===== config.mk =====
export PLATFORM = sky130hd
export DESIGN_NAME = fft_stage_feeder
export DESIGN_NICKNAME = d
export VERILOG_FILES = /design/src/rtl/fft_stage_feeder.sv
export SDC_FILE = /design/constraint.sdc
export NUM_CORES = 1
export LEC_CHECK = 0
export ABC_CLOCK_PERIOD_IN_PS = 10600
export CAP_MARGIN = 20
export CELL_PAD_IN_SITES_DETAIL_PLACEMENT = 0
export CELL_PAD_IN_SITES_GLOBAL_PLACEMENT = 1
export CORE_UTILIZATION = 35
export CTS_CLUSTER_DIAMETER = 40
export DETAILED_ROUTE_END_ITERATION = 7
export GPL_ROUTABILITY_DRIVEN = 0
export PLACE_DENSITY = 0.8
export SLEW_MARGIN = 20
export SYNTH_ARGS = -nofsm -noshare
export SYNTH_HDL_FRONTEND = slang
export SYNTH_SLANG_ARGS = --single-unit

===== constraint.sdc =====
create_clock -name clk -period 10.6 [get_ports clk]
set_input_delay 2.12 -clock clk [delete_from_list [all_inputs] [get_ports clk]]
set_output_delay 2.12 -clock clk [all_outputs]
set_load 0.05 [all_outputs]

===== src/rtl/fft_stage_feeder.sv =====
// -----------------------------------------------------------------------------
// fft_stage_feeder
//
// Operand sequencer for one radix-2 FFT stage. It collects a frame of N
// complex samples from a serial val/rdy stream into a local buffer. It then
// issues the N/2 butterfly operand sets (a, b, twiddle w) for stage S over a
// second val/rdy handshake. Filling and issuing never overlap: the whole frame
// is accepted before the first pair goes out, and every pair is issued before
// the next frame is accepted.
//
// Parameters
//   n  : width of each real / imaginary word
//   d  : fractional bits (informational; values pass through bit-exact)
//   N  : FFT size in complex points (power of two, 4..256)
//   S  : stage index 0..log2(N)-1; the pair stride is half = 2^S
//
// Ports
//   clk            rising-edge clock
//   reset          asynchronous, active-low reset
//   recv_val/rdy   sample stream handshake
//   recv_r/c       sample real / imaginary part
//   tw_r/c         flat twiddle tables; entry k at bits [k*n +: n]
//   send_val/rdy   operand-set handshake towards the butterfly
//   ar/ac, br/bc   operands a and b
//   wr/wc          twiddle w
//   pair_idx       index p of the pair on the outputs
//   last           high with send_val on the final pair (p = N/2-1)
//   All operand outputs, pair_idx and last read 0 while send_val is low.
//
// Build option
//   FFT_STAGE_FEEDER_BITREV_EN : when defined, sample number i is written to
//   buffer[bitrev(i)] (decimation-in-time input order for the stage-0
//   instance). When undefined, the natural-order write is used. Issue-side
//   addressing is the same either way.
// -----------------------------------------------------------------------------
module fft_stage_feeder #(
  parameter  int n   = 32,
  parameter  int d   = 16,
  parameter  int N   = 8,
  parameter  int S   = 0,
  localparam int LGN = $clog2(N),
  localparam int PW  = (LGN > 1) ? LGN - 1 : 1
) (
  input  logic               clk,
  input  logic               reset,
  input  logic               recv_val,
  output logic               recv_rdy,
  input  logic [n-1:0]       recv_r,
  input  logic [n-1:0]       recv_c,
  input  logic [n*N/2-1:0]   tw_r,
  input  logic [n*N/2-1:0]   tw_c,
  output logic               send_val,
  input  logic               send_rdy,
  output logic [n-1:0]       ar,
  output logic [n-1:0]       ac,
  output logic [n-1:0]       br,
  output logic [n-1:0]       bc,
  output logic [n-1:0]       wr,
  output logic [n-1:0]       wc,
  output logic [PW-1:0]      pair_idx,
  output logic               last
);

  // ---------------------------------------------------------------------------
  // Elaboration-time parameter checks
  // ---------------------------------------------------------------------------
  if (N < 4 || N > 256 || (N & (N - 1)) != 0) begin : g_bad_n
    $error("fft_stage_feeder: N must be a power of two in 4..256");
  end
  if (S < 0 || S >= LGN) begin : g_bad_s
    $error("fft_stage_feeder: S must lie in 0..log2(N)-1");
  end
  if (d < 0 || d >= n) begin : g_bad_d
    $error("fft_stage_feeder: d must lie in 0..n-1");
  end

  // ---------------------------------------------------------------------------
  // Stage geometry
  // ---------------------------------------------------------------------------
  localparam int HALF = 1 << S;            // distance between a and b
  localparam int TW_SHIFT = LGN - 1 - S;   // log2(N / (2*half))

  localparam logic [LGN-1:0] HALF_BIT  = LGN'(HALF);
  localparam logic [LGN-1:0] HALF_MASK = LGN'(HALF - 1);
  localparam logic [PW-1:0]  P_MASK    = PW'(HALF - 1);
  localparam logic [PW-1:0]  P_LAST    = PW'(N / 2 - 1);
  localparam logic [LGN-1:0] W_LAST    = LGN'(N - 1);

  typedef enum logic {
    FILL  = 1'b0,
    ISSUE = 1'b1
  } state_t;

  state_t          state_q, state_d;
  logic [LGN-1:0]  wcnt_q;
  logic [PW-1:0]   p_q;

  // Each entry packs {real, imag}.
  logic [2*n-1:0]  mem [N];

  logic            recv_fire;
  logic            send_fire;
  logic            p_is_last;
  logic [LGN-1:0]  wr_addr;
  logic [LGN-1:0]  p_ext;
  logic [LGN-1:0]  a_idx;
  logic [LGN-1:0]  b_idx;
  logic [PW-1:0]   k_idx;
  logic [n-1:0]    w_sel_r;
  logic [n-1:0]    w_sel_c;

  assign recv_rdy  = (state_q == FILL);
  assign send_val  = (state_q == ISSUE);
  assign recv_fire = recv_val & recv_rdy;
  assign send_fire = send_val & send_rdy;
  assign p_is_last = (p_q == P_LAST);

  // ---------------------------------------------------------------------------
  // Write addressing
  // ---------------------------------------------------------------------------
`ifdef FFT_STAGE_FEEDER_BITREV_EN
  function automatic logic [LGN-1:0] bitrev(input logic [LGN-1:0] x);
    logic [LGN-1:0] r;
    for (int i = 0; i < LGN; i++) begin
      r[i] = x[LGN-1-i];
    end
    return r;
  endfunction

  assign wr_addr = bitrev(wcnt_q);
`else
  assign wr_addr = wcnt_q;
`endif

  // ---------------------------------------------------------------------------
  // Issue addressing. With half a power of two, the division and modulo in
  // a_idx = (p / half) * 2*half + (p mod half) reduce to inserting a zero bit
  // at position S. b_idx then sets that bit. The twiddle index
  // (p mod half) * N/(2*half) is a left shift of the low S bits of p.
  // ---------------------------------------------------------------------------
  assign p_ext = {1'b0, p_q};
  assign a_idx = ((p_ext >> S) << (S + 1)) | (p_ext & HALF_MASK);
  assign b_idx = a_idx | HALF_BIT;
  assign k_idx = (p_q & P_MASK) << TW_SHIFT;

  always_comb begin
    // NOTE: every combinational output gets a default first so no path
    // through the block leaves it unassigned (which would infer a latch).
    w_sel_r = '0;
    w_sel_c = '0;
    for (int i = 0; i < N / 2; i++) begin
      if (k_idx == PW'(i)) begin
        w_sel_r = tw_r[i*n +: n];
        w_sel_c = tw_c[i*n +: n];
      end
    end
  end

  // ---------------------------------------------------------------------------
  // FSM: state register + next-state logic
  // ---------------------------------------------------------------------------
  always_ff @(posedge clk or negedge reset) begin
    // NOTE: sequential state uses non-blocking assignments so every register
    // samples the pre-edge values regardless of statement order.
    if (!reset) begin
      state_q <= FILL;
    end else begin
      state_q <= state_d;
    end
  end

  always_comb begin
    state_d = state_q;
    unique case (state_q)
      FILL: begin
        if (recv_fire && wcnt_q == W_LAST) begin
          state_d = ISSUE;
        end
      end
      ISSUE: begin
        if (send_fire && p_is_last) begin
          state_d = FILL;
        end
      end
      default: state_d = FILL;
    endcase
  end

  // ---------------------------------------------------------------------------
  // Counters. Both wrap to 0 at the end of their phase, so a new frame or a
  // new issue pass always starts from index 0.
  // ---------------------------------------------------------------------------
  always_ff @(posedge clk or negedge reset) begin
    if (!reset) begin
      wcnt_q <= '0;
      p_q    <= '0;
    end else begin
      if (recv_fire) begin
        wcnt_q <= (wcnt_q == W_LAST) ? '0 : wcnt_q + 1'b1;
      end
      if (send_fire) begin
        p_q <= p_is_last ? '0 : p_q + 1'b1;
      end
    end
  end

  // ---------------------------------------------------------------------------
  // Sample buffer
  // ---------------------------------------------------------------------------
  // NOTE: the buffer is deliberately not reset. Every entry is rewritten
  // before it is read, and leaving it out of reset keeps it mappable to RAM.
  always_ff @(posedge clk) begin
    if (recv_fire) begin
      mem[wr_addr] <= {recv_r, recv_c};
    end
  end

  // ---------------------------------------------------------------------------
  // Output stage: operands are a pure function of the registered state,
  // so they hold still during backpressure. They are forced to 0 whenever
  // send_val is low, including immediately on asynchronous reset.
  // ---------------------------------------------------------------------------
  always_comb begin
    ar       = '0;
    ac       = '0;
    br       = '0;
    bc       = '0;
    wr       = '0;
    wc       = '0;
    pair_idx = '0;
    last     = 1'b0;
    if (send_val) begin
      ar       = mem[a_idx][2*n-1:n];
      ac       = mem[a_idx][n-1:0];
      br       = mem[b_idx][2*n-1:n];
      bc       = mem[b_idx][n-1:0];
      wr       = w_sel_r;
      wc       = w_sel_c;
      pair_idx = p_q;
      last     = p_is_last;
    end
  end

endmodule

=== After elaboration in Yosys (flattened, before gate mapping) ===
Memory sizes are Yosys's and may differ from the RTL's.
Index checks and enable logic that the tools add are counted.

* Output and inout port bits: 197
* Bits in registers: 6
* Word-level logic and storage cells: 28
* Memory bits (writable): 512
* Input bits: 324
* Memories: 1

{| class="wikitable"
|+ Memory list
! memory !! words !! width !! read ports !! clocked after Yosys merged registers in !! wr ports !! line !! RTL
|-
| mem || 8 || 64 || 2 || 0 || 1 || 99 || <nowiki>logic [2*n-1:0] mem [N];</nowiki>
|}

* Reduce and logical (&&, ||, !) cells: 2
* Add/subtract/negate cells: 2
* Muxes and demuxes: 15
* Bitwise operators: 3
* Equal/unequal tests: 2

{| class="wikitable"
|+ Operators by type and width
! kind !! count
|-
| two-way mux 32 bit || 6
|-
| two-way mux 1 bit || 5
|-
| two-way mux 2 bit || 2
|-
| adder 3 x 1 -> 3 bit (second input constant) || 1
|-
| equality test 3 bit (second input constant) || 1
|-
| two-way mux 3 bit || 1
|-
| adder 2 x 1 -> 2 bit (second input constant) || 1
|-
| AND 1 bit || 2
|-
| equality test 2 bit (second input constant) || 1
|-
| logical AND 1 bit || 2
|-
| case mux 1 bit (2 select lines) || 1
|-
| inverter 1 bit || 1
|}

=== Longest topological paths before layout ===
* Depth after elaboration: 5
* Gate-level depth with buffers: 5
* Depth with buffers taken out: 4

=== Worst setup path after synthesis ===
OpenSTA, ideal clock, no wires.

* Path kind: input port to flip-flop
* Start: in recv_val
* End: mem mem[0][0] (netlist name), enable pin
* Data required time: 9.956 ns
* Buffers on the path: 0
* Arrival: 8.276 ns
* Setup slack: 1.680 ns
* Cell stages on the path: 2
* Setup time: 0.644 ns
* Path through: nand2b_1 nor4_1

* Cells in the longest elaborated chain, start to end: 3

{| class="wikitable"
|+ RTL lines
! item !! line !! RTL
|-
| start: declaration || 46 || <nowiki>input logic recv_val,</nowiki>
|-
| AND 1 bit || 114 || <nowiki>assign recv_fire = recv_val & recv_rdy;</nowiki>
|-
| two-way mux 1 bit || 213 || <nowiki>if (recv_fire) begin</nowiki>
|-
| two-way mux 1 bit (implied by the code) || 214 || <nowiki>mem[wr_addr] <= {recv_r, recv_c};</nowiki>
|-
| end: declaration || 99 ||
|}

No other way between the ends.

=== Worst setup path in the final report ===
* Start: in tw_r[26]
* End: out wr[26]

* Cells in the longest elaborated chain, start to end: 1

{| class="wikitable"
|+ RTL lines
! item !! line !! RTL
|-
| start: declaration || 50 || <nowiki>input logic [n*N/2-1:0] tw_r,</nowiki>
|-
| two-way mux 32 bit || 232 || <nowiki>if (send_val) begin</nowiki>
|-
| end: declaration || 58 || <nowiki>output logic [n-1:0] wr,</nowiki>
|}

No other way between the ends.

==> results_dict.tcl <==
set metrics [dict create \
    slowest_stage "clkdlybuf4s50_1" \
    die_x_um 242 \
    slowest_delay_ps 880 \
    num_io_pins 521 \
    cts_tree "done" \
    holdPathStages 1 \
    outcome "completed" \
    synth_seq_area_share_pct 77.2 \
    cp_num_cells 3 \
    syn_area_um2 20100 \
    cp.arrival_ps 3860 \
    critical-path-top-delay-family "buffers and inverters" \
    ys_ff_latch 518 \
    die_y_um 242 \
    vias 11100 \
    cts_setup_buffers 0 \
    crit_path_cell_trace "clkdlybuf4s50_1 -> and2_1 -> clkdlybuf4s50_1" \
    wire_per_inst_um 23.3 \
    placed_area_um2 24000 \
    crit_path_end_kind "output port" \
    grt_usage_pct 17.7 \
    p_total_uw 8530 \
    grt_pass1_vias 11500 \
    pwr_density_cell_nw_per_um2 322 \
    worstMarginPinSlew_ps 1260 \
    dp_slack_ps 4670 \
    grt-ovfl-total 0 \
    synth_cells 1064 \
    worstPathRequired_ps 8480 \
    syn_avg_cell_area_um2 18.9 \
    viasPerCell 4.98 \
    maxSlewViolCount 0 \
    fmax_mhz 167 \
    clk_pin_slew_ps 60 \
    post_cts_resized 0 \
    nets 1750 \
    start_kind "primary input" \
    start_util_pct 35.5 \
    peakVddDrop_mv 0.334 \
    dr.pass1.iters 5 \
    antenna_found_initial 3 \
    rsz0062_at_grt "false" \
    p_leak_uw 0.00914 \
    layoutNonFillerInstCount 2235 \
    finalCritPeriodShare_pct 56.4 \
    reg2regPathDepth 5 \
    final_cell_mix "edfxtp_1 (512), clkdlybuf4s50_1 (328), mux2i_1 (256), o22ai_1 (128), clkbuf_16 (74)" \
    fill_cells 4824 \
    worstSetupPathType "in2out" \
    hold_buffers 0 \
    crit_path_max_fanout 1 \
    r2r_slack_ps 7600 \
    cts_max_path_buffers 3 \
    h-tree-depth 3 \
    hold_viol 0 \
    core_um2 56600 \
    hp-class "reg2reg" \
    wirelength_mm 52.0 \
    drv_cap 0 \
    rows 87 \
    clock-skew-final_ps 21.2 \
    critPathBufInv 2 \
    yosysUniqueCellTypes 25 \
    grt_pass1_wl_mm 75.6 \
    grt_max_degree 136 \
    ys_warn_count 0 \
    dp_cells 2105 \
    drive_gt1_share_pct 10.4 \
    syn_nets 1391 \
    place_hpwl_mm 31.4 \
    setup_ws_ps 4620 \
    maxSlewHeadroom_pct 15.9 \
    stdcell_area_um2 26500 \
    cpMostUsedCell "clkdlybuf4s50_1" \
    setup_viol 0 \
    worstSkewPairLatency_ps 590 \
    layout_commonest_cell "edfxtp_1" \
    clock-sinks 518 \
    tns_ps 0 \
    dieArea_um2 58400 \
    drt-initial-drc-count 708 \
    drc 0 \
    cts_made_buffers 72 \
    cts-root-buf "clkbuf_16" \
    area_growth_pct 31.6 \
    io_buffers 328 \
    diodes 0 \
    period_minus_slack_ps 5980 \
    ant_nets 0 \
]
==> worst register-to-register path, cell delays in order, from the launching register on <==
cell,delay [ps]
dfrtp_2,440
buf_4,340
or3b_1,550
nor2_4,100
buf_4,500
buf_4,630
==> cells by family after synthesis <==
kind of cell,Yosys count,share of synthesized area (%)
flops,518,77.2
buf+inv,67,2.97
fa+ha+maj,3,0.187
mux,261,13.0
simple gates,85,2.54
compound gates,130,4.04
==> final timing paths <==
check | start | to
worst max-delay path | tw_r[26] | wr[26]
worst min-delay path | wcnt_q[2] | wcnt_q[2]
worst max register to register | send_val | mem[6][22]
worst min register to register | wcnt_q[2] | wcnt_q[2]
max in group asynchronous | reset | p_q[1]
min in group asynchronous | reset | p_q[1]
==> cell usage after synthesis, drive strengths merged <==
| cell | number | share of area, % |
|---|---|---|
| nand2 | 3 | 0.056 |
| nand3b | 1 | 0.037 |
| buf | 54 | 2.7 |
| nand2b | 2 | 0.062 |
| o22ai | 128 | 4.0 |
| a31oi | 1 | 0.031 |
| edfxtp | 512 | 76 |
| dfrtp | 6 | 0.75 |
| nor4 | 2 | 0.062 |
| nor2b | 1 | 0.031 |
| and2 | 66 | 2.1 |
| a21oi | 1 | 0.025 |
| ha | 3 | 0.19 |
| or3b | 2 | 0.087 |
| mux2 | 5 | 0.28 |
| inv | 2 | 0.037 |
| nor2 | 8 | 0.15 |
| clkbuf | 11 | 0.26 |
| mux2i | 256 | 13 |
==> cell type report <==
cell class	count	area [um2]	share of cell area [%]
timing repair buffer	350	3460	13.1
clock buffer	80	1870	7.08
sequential	518	15500	58.7
clock inverter	50	592	2.24
tap	756	946	3.57
multi-input combinational	479	4050	15.3
inverter	2	7.51	0.0284
==> through the flow <==
step	hold WS, ps	utilization (%)
after floorplan	502	-
after global placement	520	42.4
after detailed placement	532	42.4
after CTS	543	46.7
after global routing	573	46.7
final	547	46.7
==> registers in the layout, summed over array words and instances (netlist names) <==
name / cells
send_val: 1
wcnt_q: 3
p_q: 2
mem: 512
==> where the power goes <==
group | total, uW | switching (uW) | internal, uW
Clock | 2410 | 891 | 1520
Sequential | 2560 | 86.2 | 2480
Combinational | 3560 | 2420 | 1140
Total | 8530 | 3390 | 5140
==> per-layer routing <==
layer	wire length (um)	part of all wire (%)	vias to the layer above	GRT usage, %
li1	-	-	4993	-
met1	22600	43	5658	23.3
met2	22800	44	395	26.1
met4	994	1.9	6	5.28
met5	41	0.079	-	0
met3	5560	11	76	7.84
(Power assumes the default switching activity.)
